<file path="config.mk">
export PLATFORM = sky130hd
export DESIGN_NAME = lb_byte_gateway_flat
export DESIGN_NICKNAME = d
export VERILOG_FILES = /design/src/rtl/lb_byte_gateway_if.sv /design/src/rtl/lb_byte_gateway.sv /design/src/flat_wrapper.sv
export SDC_FILE = /design/constraint.sdc
export NUM_CORES = 1
export LEC_CHECK = 0
export CAP_MARGIN = 25
export CORE_ASPECT_RATIO = 0.6
export CORE_MARGIN = 4
export CORE_UTILIZATION = 25
export DETAILED_ROUTE_END_ITERATION = 7
export DONT_BUFFER_PORTS = 1
export REMOVE_ABC_BUFFERS = 1
export SYNTH_ARGS = -nofsm -noshare
export SYNTH_HDL_FRONTEND = slang
export SYNTH_SLANG_ARGS = --single-unit
export TNS_END_PERCENT = 1
</file>
<file path="constraint.sdc">
create_clock -name clk -period 4.1 [get_ports clk]
set_input_delay 0.615 -clock clk [delete_from_list [all_inputs] [get_ports clk]]
set_output_delay 0.615 -clock clk [all_outputs]
set_load 0.01 [all_outputs]
</file>
<file path="src/rtl/lb_byte_gateway_if.sv">
// Byte-stream and local-bus signals of the byte gateway.
// master: the gateway side; slave: the stream source/sink and bus slave.
interface lb_byte_gateway_if;
  logic [7:0]  rx_data;
  logic        rx_valid;
  logic        rx_ready;
  logic        rx_abort;
  logic [7:0]  tx_data;
  logic        tx_valid;
  logic        tx_ready;
  logic [23:0] addr;
  logic        control_strobe;
  logic        control_rd;
  logic [31:0] data_out;
  logic [31:0] data_in;

  modport master (
    input  rx_data, rx_valid, rx_abort, tx_ready, data_in,
    output rx_ready, tx_data, tx_valid, addr, control_strobe, control_rd, data_out
  );

  modport slave (
    output rx_data, rx_valid, rx_abort, tx_ready, data_in,
    input  rx_ready, tx_data, tx_valid, addr, control_strobe, control_rd, data_out
  );
endinterface

</file>
<file path="src/rtl/lb_byte_gateway.sv">
// Parses 8-byte command records into local-bus strobes and returns one 8-byte reply per record.
// state   | meaning
// COLLECT | shifting in command bytes, rx_ready high
// ISSUE   | one-cycle bus strobe
// WAIT_RD | counting read latency, then capture data_in
// REPLY   | emitting the 8 reply bytes
module lb_byte_gateway #(
  parameter int READ_DELAY = 2,
  parameter int CNT_W      = 16
) (
  input  logic             clk,
  input  logic             rst_n,
  lb_byte_gateway_if.master bus,
  output logic             busy,
  output logic [CNT_W-1:0] txn_count
);

  localparam int DW = (READ_DELAY > 1) ? $clog2(READ_DELAY) : 1;

  typedef enum logic [1:0] {COLLECT, ISSUE, WAIT_RD, REPLY} state_t;

  state_t        state, state_nxt;
  logic [2:0]    byte_cnt;
  logic [55:0]   rec;
  logic [7:0]    ctl;
  logic [23:0]   addr_q;
  logic [31:0]   data_out_q;
  logic [DW-1:0] dly;
  logic [55:0]   tx_shift;
  logic [7:0]    tx_data_q;
  logic          tx_valid_q;
  logic [2:0]    tx_idx;
  logic          rx_ready_c, strobe_c, rd_c;
  logic          tx_fire;

  assign tx_fire = tx_valid_q & bus.tx_ready;

  always_ff @(posedge clk or negedge rst_n) begin
    if (!rst_n) state <= COLLECT;
    else        state <= state_nxt;
  end

  always_comb begin
    state_nxt  = state;
    rx_ready_c = 1'b0;
    strobe_c   = 1'b0;
    rd_c       = 1'b0;
    case (state)
      COLLECT: begin
        rx_ready_c = 1'b1;
        if (bus.rx_valid && !bus.rx_abort && byte_cnt == 3'd7) state_nxt = ISSUE;
      end
      ISSUE: begin
        strobe_c  = 1'b1;
        rd_c      = ctl[4];
        state_nxt = ctl[4] ? WAIT_RD : REPLY;
      end
      WAIT_RD: if (dly == '0) state_nxt = REPLY;
      REPLY:   if (tx_fire && tx_idx == 3'd7) state_nxt = COLLECT;
      default: state_nxt = COLLECT;
    endcase
  end

  always_ff @(posedge clk or negedge rst_n) begin
    if (!rst_n) begin
      byte_cnt   <= '0;
      rec        <= '0;
      ctl        <= '0;
      addr_q     <= '0;
      data_out_q <= '0;
      dly        <= '0;
      tx_shift   <= '0;
      tx_data_q  <= '0;
      tx_valid_q <= 1'b0;
      tx_idx     <= '0;
      txn_count  <= '0;
    end else begin
      case (state)
        COLLECT: begin
          if (bus.rx_abort) begin
            byte_cnt <= '0;
          end else if (bus.rx_valid) begin
            rec      <= {rec[47:0], bus.rx_data};
            byte_cnt <= byte_cnt + 3'd1;
            // rec already holds bytes 0-6 when the last byte arrives
            if (byte_cnt == 3'd7) begin
              ctl        <= rec[55:48];
              addr_q     <= rec[47:24];
              data_out_q <= {rec[23:0], bus.rx_data};
            end
          end
        end
        ISSUE: begin
          dly <= DW'(READ_DELAY - 1);
          if (!ctl[4]) begin
            tx_data_q  <= ctl;
            tx_shift   <= {addr_q, data_out_q};
            tx_valid_q <= 1'b1;
            tx_idx     <= '0;
          end
        end
        WAIT_RD: begin
          if (dly == '0) begin
            tx_data_q  <= ctl;
            tx_shift   <= {addr_q, bus.data_in};
            tx_valid_q <= 1'b1;
            tx_idx     <= '0;
          end else begin
            dly <= dly - DW'(1);
          end
        end
        REPLY: begin
          if (tx_fire) begin
            if (tx_idx == 3'd7) begin
              tx_valid_q <= 1'b0;
              txn_count  <= txn_count + CNT_W'(1);
            end else begin
              tx_data_q <= tx_shift[55:48];
              tx_shift  <= {tx_shift[47:0], 8'h00};
              tx_idx    <= tx_idx + 3'd1;
            end
          end
        end
        default: ;
      endcase
    end
  end

  assign bus.rx_ready       = rx_ready_c;
  assign bus.control_strobe = strobe_c;
  assign bus.control_rd     = rd_c;
  assign bus.addr           = addr_q;
  assign bus.data_out       = data_out_q;
  assign bus.tx_data        = tx_data_q;
  assign bus.tx_valid       = tx_valid_q;
  assign busy               = !(state == COLLECT && byte_cnt == 3'd0);

endmodule

</file>
<file path="src/flat_wrapper.sv">
// flat-port wrapper written by rule: the top's interface ports become plain ports
module lb_byte_gateway_flat 
#(
  parameter int READ_DELAY = 2,
  parameter int CNT_W      = 16
)
  (clk, rst_n, busy, txn_count, bus_rx_data, bus_rx_valid, bus_rx_abort, bus_tx_ready, bus_data_in, bus_rx_ready, bus_tx_data, bus_tx_valid, bus_addr, bus_control_strobe, bus_control_rd, bus_data_out);
  lb_byte_gateway_if bus_i ();
  input  logic clk;
  input  logic rst_n;
  output logic busy;
  output logic [CNT_W-1:0] txn_count;
  input wire logic [$bits(bus_i.rx_data)-1:0] bus_rx_data;
  input wire logic [$bits(bus_i.rx_valid)-1:0] bus_rx_valid;
  input wire logic [$bits(bus_i.rx_abort)-1:0] bus_rx_abort;
  input wire logic [$bits(bus_i.tx_ready)-1:0] bus_tx_ready;
  input wire logic [$bits(bus_i.data_in)-1:0] bus_data_in;
  output wire logic [$bits(bus_i.rx_ready)-1:0] bus_rx_ready;
  output wire logic [$bits(bus_i.tx_data)-1:0] bus_tx_data;
  output wire logic [$bits(bus_i.tx_valid)-1:0] bus_tx_valid;
  output wire logic [$bits(bus_i.addr)-1:0] bus_addr;
  output wire logic [$bits(bus_i.control_strobe)-1:0] bus_control_strobe;
  output wire logic [$bits(bus_i.control_rd)-1:0] bus_control_rd;
  output wire logic [$bits(bus_i.data_out)-1:0] bus_data_out;
  assign bus_i.rx_data = bus_rx_data;
  assign bus_i.rx_valid = bus_rx_valid;
  assign bus_i.rx_abort = bus_rx_abort;
  assign bus_i.tx_ready = bus_tx_ready;
  assign bus_i.data_in = bus_data_in;
  assign bus_rx_ready = bus_i.rx_ready;
  assign bus_tx_data = bus_i.tx_data;
  assign bus_tx_valid = bus_i.tx_valid;
  assign bus_addr = bus_i.addr;
  assign bus_control_strobe = bus_i.control_strobe;
  assign bus_control_rd = bus_i.control_rd;
  assign bus_data_out = bus_i.data_out;
  lb_byte_gateway #(.READ_DELAY(READ_DELAY), .CNT_W(CNT_W)) u_core (.clk(clk), .rst_n(rst_n), .bus(bus_i), .busy(busy), .txn_count(txn_count));
endmodule
</file>
== Yosys cells after proc, flatten, opt, wreduce, memory -nomap -nowiden ==
Cells that the tools add are included.

* $add $sub $neg: 4
* Multipliers: 0
* Divide/modulo/power cells: 0
* Magnitude comparators: 0
* Equal/unequal tests: 12
* Shift operators: 0
* Mux-type cells: 32
* Bitwise logic cells: 2
* Reduce and logical (&&, ||, !) cells: 18

{| class="wikitable"
|+ Operators by type and width
! kind !! number
|-
| 56-bit 2-to-1 mux || 4
|-
| 56-bit one-hot mux with 3 select lines || 1
|-
| 8-bit 2-to-1 mux || 4
|-
| 8-bit one-hot mux with 3 select lines || 1
|-
| 3-bit 2-to-1 mux || 6
|-
| 16-bit by 1-bit adder with 16-bit output (second input constant) || 1
|-
| 5-bit AND reduction || 2
|-
| 1-bit 2-to-1 mux || 9
|-
| 3-bit one-hot mux with 3 select lines || 1
|-
| 3-bit AND reduction || 3
|-
| 2-bit by 1-bit inequality test with 1-bit output (second input constant) || 4
|-
| 2-bit one-hot mux with 4 select lines || 1
|-
| 3-bit by 1-bit adder with 3-bit output (second input constant) || 2
|-
| 3-bit equality test (second input constant) || 2
|-
| 2-bit 2-to-1 mux || 3
|-
| 2-bit inequality test (second input constant) || 3
|-
| 2-bit equality test (second input constant) || 2
|-
| 1-bit logical AND || 4
|-
| 4-bit AND reduction || 1
|-
| 2-bit nonzero test || 2
|-
| 3-bit zero test || 1
|-
| 1-bit one-hot mux with 3 select lines || 1
|-
| 3-bit nonzero test || 1
|-
| 2-bit by 1-bit equality test with 1-bit output (second input constant) || 1
|-
| 7 further kinds || 8
|}

* Bits in registers: 210
* Latch bits: 0
* Bits in writable memories: 0
* Memory bits (read-only): 0
* Input bits: 45
* Output and inout port bits: 85
* Logic and storage cells: 80
* Memories: 0

== Longest topological paths before layout ==
* Word-level depth: 5
* Depth in mapped cells: 9
* Depth with buffers taken out: 6

== Worst setup path after synthesis ==
OpenSTA, ideal clock, no wires.

* Path type: reg2reg
* From: register u_core.state[0]
* To: register u_core.addr_q[2], in the netlist u_core.bus.addr[2]
* Library setup time: 0.125 ns
* Arrival time: 1.677 ns
* Required time: 3.975 ns
* Setup slack: 2.299 ns
* Stages on the path, launching flop included: 9
* Path buffers: 2
* Period minus slack after synthesis: 1.801 ns
* Cells stage by stage: dfrtp_1 inv_1 ha_1 buf_4 nand2_2 nor2_4 nand2_4 buf_2 mux2_2

* Word-level cells in the longest chain between the ends: 2

{| class="wikitable"
|+ RTL lines
! what !! line !! source
|-
| start, declared || lb_byte_gateway.sv:22 || <nowiki>state_t state, state_nxt;</nowiki>
|-
| start signal, assigned || lb_byte_gateway.sv:40 || <nowiki>else state <= state_nxt;</nowiki>
|-
| 2-bit zero test || lb_byte_gateway.sv:78 || <nowiki>case (state)</nowiki>
|-
| 4-bit AND reduction (no source line) || -- ||
|-
| end signal, assigned || lb_byte_gateway.sv:88 || <nowiki>addr_q <= rec[47:24];</nowiki>
|-
| end, declared || lb_byte_gateway.sv:26 || <nowiki>logic [23:0] addr_q;</nowiki>
|}

Every way passes these cells.
A chain may end at the register's enable or synchronous reset.

== Worst setup path in the final report ==
* From: register u_core.state[0]
* To: register u_core.tx_shift[0]

* Word-level cells in the longest chain between the ends: 3
* Elaborated cells on any way between the ends: 10
* Those cells by class: eq/ne: 7; mux: 1; reduce/logical: 2

{| class="wikitable"
|+ RTL lines
! what !! line !! source
|-
| 2-bit equality test or 2-bit by 1-bit equality test with 1-bit output (tied branches) || lb_byte_gateway.sv:78 ||
|-
| 2-bit by 1-bit inequality test with 1-bit output (no source line), or another cell as far along || -- ||
|-
| 5-bit AND reduction (no source line) || -- ||
|-
| end signal, assigned || lb_byte_gateway.sv:97 || <nowiki>tx_shift <= {addr_q, data_out_q};</nowiki>
|-
| end signal, assigned || lb_byte_gateway.sv:105 || <nowiki>tx_shift <= {addr_q, bus.data_in};</nowiki>
|-
| end signal, assigned || lb_byte_gateway.sv:119 || <nowiki>tx_shift <= {tx_shift[47:0], 8'h00};</nowiki>
|-
| end, declared || lb_byte_gateway.sv:29 || <nowiki>logic [55:0] tx_shift;</nowiki>
|}

Parallel ways exist; a longest one is shown, timed or not.

==> results by stage <==
Clock network:
- After clock tree synthesis, the clock-pin slew on the worst setup and hold paths is 60 ps.
- The worst-skew pair later-pin latency is 520 ps.
- The count of buffers added by post-CTS timing repair for setup is 0.
- CTS placed an instance of sky130_fd_sc_hd__clkbuf_16 at the clock tree root.
- The number of gates resized after CTS was 0.
- TritonCTS built the clock tree.
- The clock buffer count from CTS is 23.
- In this run the number of H-tree levels came out at 1.
- The clock passes through at most 3 buffers.
- The clock net sink count is 210.

Timing:
- The number of failing hold endpoints at the final stage came to 210.
- The relative slew slack is 47.15%.
- Based on the critical path, the design can be clocked at up to 383.9 MHz.
- The pin slew with the least headroom to its limit is 792.8 ps.
- Setup violations remaining at the end of the flow were counted as 0.
- The final critical-path share of the clock period is 63.54%.
- The worst hold slack after final layout is -200.3 ps.
- For the final database, setup skew stands at 11.23 ps.
- The number of pins exceeding their max-slew limit in the final report is 0.
- The shortest period the worst path allows is 2605 ps.
- Setup repair after global routing left no endpoint under its margin.
- Setup slack closes at 1495 ps.
- After routing, the total negative slack on setup checks comes to 0 ps.

Detailed routing:
- The final layout contains routed wiring with a total length of 23.77 mm.
- For this run, design rule violations remaining after detail routing come to 0.
- The total via count after detailed routing is 6,186.
- The count of nets left with antenna violations once routing finished came out at 0.
- After the first detailed-routing iteration, the DRC count stood at 495.
- Using the TritonRoute via totals, the vias-per-cell ratio works out to 4.562.
- After detailed routing, the average wire length per cell comes to 17.53 um.
- The number of search-and-repair iterations in the first detailed-routing pass is 6.

Synth:
- Counting flops with an async set or reset pin after synthesis yields a share of 100.0%.
- The mean post-synth cell area is 10.50 um^2.
- The sequential element share of the synthesized area is 56.59%.
- The count of flip-flops with a built-in enable after synthesis is 0.
- The combined area of all synthesized cells is 9286 um^2.
- Synthesis inferred 210 register bits.
- The count of unique library cells instantiated by Yosys is 44.
- The count of warnings emitted by yosys is 0.
- The synthesized instance count is 884.
- The main flop type after synthesis is sky130_fd_sc_hd__dfrtp_1.

Pwr:
- The clock share of power is 30.9%.
- The switching share of power is 35.82%.
- The net switching power figure is 2413 uW.
- The relative contribution of combinational cells to total power is 27.9%.
- The internal portion of the total power is 4324 uW.
- The sequential cell fraction of total power is 41.2%.
- The maximum vdd drop is 0.2770 mV.
- In this run the static leakage power is 0.005004 uW.
- For this design the ratio of total power to cell area is 644.8 nW/um^2.

Global routing:
- The total overflow left after global routing is 0.
- The number of global-route vias before repair is 6,264.
- The number of antenna violations at the first check in global routing is 4.
- The first-pass GRT wire length is 37.61 mm.
- Entering global routing, the biggest net connects 211 pins.
- The overall global routing resource usage is 11.68%.

Flow run:
- Max-cap violations in this run came to 0.

Worst setup path:
- STA classifies the critical path endpoint as a flop.
- The arrival time of the worst setup path is 2990 ps.
- The kind of critical path is reg2reg.
- The data required time of the worst path is 4480 ps.
- The flop-to-flop setup slack is 1490 ps.
- Of all nets on the critical path, the largest fanout is 51.
- STA classifies the critical path startpoint as a flop.

Die:
- 130 I/O pins were placed.
- The die span in x is 256.8 um.
- The total number of placement rows is 54.
- The die covers 40,390 um^2.
- The chip height is 157.3 um.
- For this configuration, the core starts out at a cell density of 25.45%.
- The floorplan step defined a core boundary enclosing 36,490 um^2.

Run status:
- The flow ran to the end, but the final reports show violations.
- The final reports fail on hold timing.

Finish:
- The total number of nets in the final design is 921.
- The library cell used most frequently in the layout, excluding fill and tap cells, is sky130_fd_sc_hd__nand2_1.
- Cells fill 28.64% of the core in the end.
- The area of all placed cells without fillers is 10,450 um^2.
- The area growth from synthesis to layout is 12.50%.
- In the layout the commonest cells are 249 x sky130_fd_sc_hd__nand2_1, 210 x sky130_fd_sc_hd__dfrtp_1, 67 x sky130_fd_sc_hd__o21ai_1.
- Of the cells placed in the final design, the portion with a size suffix greater than 1 is 13.77%.

Worst hold path:
- The worst min-delay path class is in2async.

Placement:
- After detailed placement, the total cell area comes to 9671 um^2.
- Timing analysis after detailed placement gives a worst setup slack of 1439 ps.
- In this run the tool buffered the top-level ports with 0 buffer cells.
- The half-perimeter wire length of the detailed placement result is 14.62 mm.
- Routability-driven placement finished with a final weighted congestion of 0.7154.
stage by stage:
stage / hold slack (ps) / total power (uW) / cells
after floorplan: 319.4 / 4011 / 827
after global placement: 337.4 / 4671 / 1315
after detailed placement: 338.9 / 4743 / 1315
after CTS: -229.1 / 6873 / 1354
after global routing: -237.4 / 7224 / 1356
final: -200.3 / 6737 / 1356
logic make-up after synthesis:
family | after synthesis | share of synthesized area (%)
xor+xnor | 15 | 1.415
simple gates | 322 | 15.51
compound gates | 199 | 13.54
mux | 64 | 7.761
buf+inv | 63 | 3.705
fa+ha+maj | 11 | 1.482
flops | 210 | 56.59
registers in the layout (all words and copies together) (netlist names):
| name | cells |
|---|---|
| u_core.tx_idx | 3 |
| u_core.bus.tx_data | 8 |
| u_core.txn_count | 16 |
| u_core.bus.addr | 24 |
| u_core.ctl | 8 |
| u_core.tx_shift | 56 |
| u_core.byte_cnt | 3 |
| u_core.dly | 1 |
| u_core.state | 2 |
| u_core.bus.tx_valid | 1 |
| u_core.rec | 56 |
| u_core.bus.data_out | 32 |
worst paths after layout:
check                           startpoint                  to  cells after the start
setup / recovery           u_core.state[0]  u_core.tx_shift[0]                      7
hold reg to reg             u_core.rec[51]      u_core.rec[51]                      2
hold / removal                       rst_n       u_core.ctl[0]                      0
min in group clk              bus_rx_abort  u_core.byte_cnt[2]                      1
setup reg to reg           u_core.state[0]  u_core.tx_shift[0]                      7
max in group asynchronous            rst_n      u_core.rec[41]                      0
routing by layer:
| metal | wire length (um) | vias up | track usage (%) |
|---|---|---|---|
| li1 | - | 2989 | - |
| met1 | 10790 | 3022 | 15.61 |
| met2 | 10570 | 133 | 18.25 |
| met3 | 1665 | 42 | 3.538 |
| met4 | 746 | 0 | 3.918 |
| met5 | 0 | - | 0 |
power by group through the flow:
stage / Sequential [uW] / Clock, uW / Combinational [uW]
2_1_floorplan: 2720 / 0 / 1290
3_3_place_gp: 2790 / 0 / 1880
3_5_place_dp: 2810 / 0 / 1930
4_1_cts: 2780 / 2160 / 1930
5_1_grt: 2830 / 2250 / 2140
6_report: 2770 / 2080 / 1880
layout make-up:
type,count,area [um^2]
flip-flops and latches,210,5255
inverters,6,22.52
clock buffers,33,663.1
repair buffers,13,130.1
well taps,476,595.6
diodes,1,2.502
multi-input cells,611,3695
clock inverters,6,83.83
fillers,3783,26040
Yosys cell counts (9+ instances only):
library cell	count	area, um^2
sky130_fd_sc_hd__buf_2	28	140.1
sky130_fd_sc_hd__xnor2_1	10	87.58
sky130_fd_sc_hd__dfrtp_1	210	5255
sky130_fd_sc_hd__o21ai_0	58	290.3
sky130_fd_sc_hd__a21oi_1	9	45.04
sky130_fd_sc_hd__a22o_1	56	490.5
sky130_fd_sc_hd__nand3_1	10	50.05
sky130_fd_sc_hd__ha_1	11	137.6
sky130_fd_sc_hd__mux2_2	60	675.7
sky130_fd_sc_hd__nand2b_1	28	175.2
sky130_fd_sc_hd__buf_6	9	101.4
sky130_fd_sc_hd__o21ai_1	67	335.3
sky130_fd_sc_hd__clkbuf_1	15	56.30
sky130_fd_sc_hd__nand2_1	249	934.7
critical path: stages (launching register included):
cell and delay, ps:
sky130_fd_sc_hd__dfrtp_1 450, sky130_fd_sc_hd__inv_1 120, sky130_fd_sc_hd__ha_2 480, sky130_fd_sc_hd__buf_4 400, sky130_fd_sc_hd__a221oi_4 130, sky130_fd_sc_hd__o21ai_4 190
sky130_fd_sc_hd__buf_4 500, sky130_fd_sc_hd__o21ai_0 160
Power figures use the tool's default switching activity.
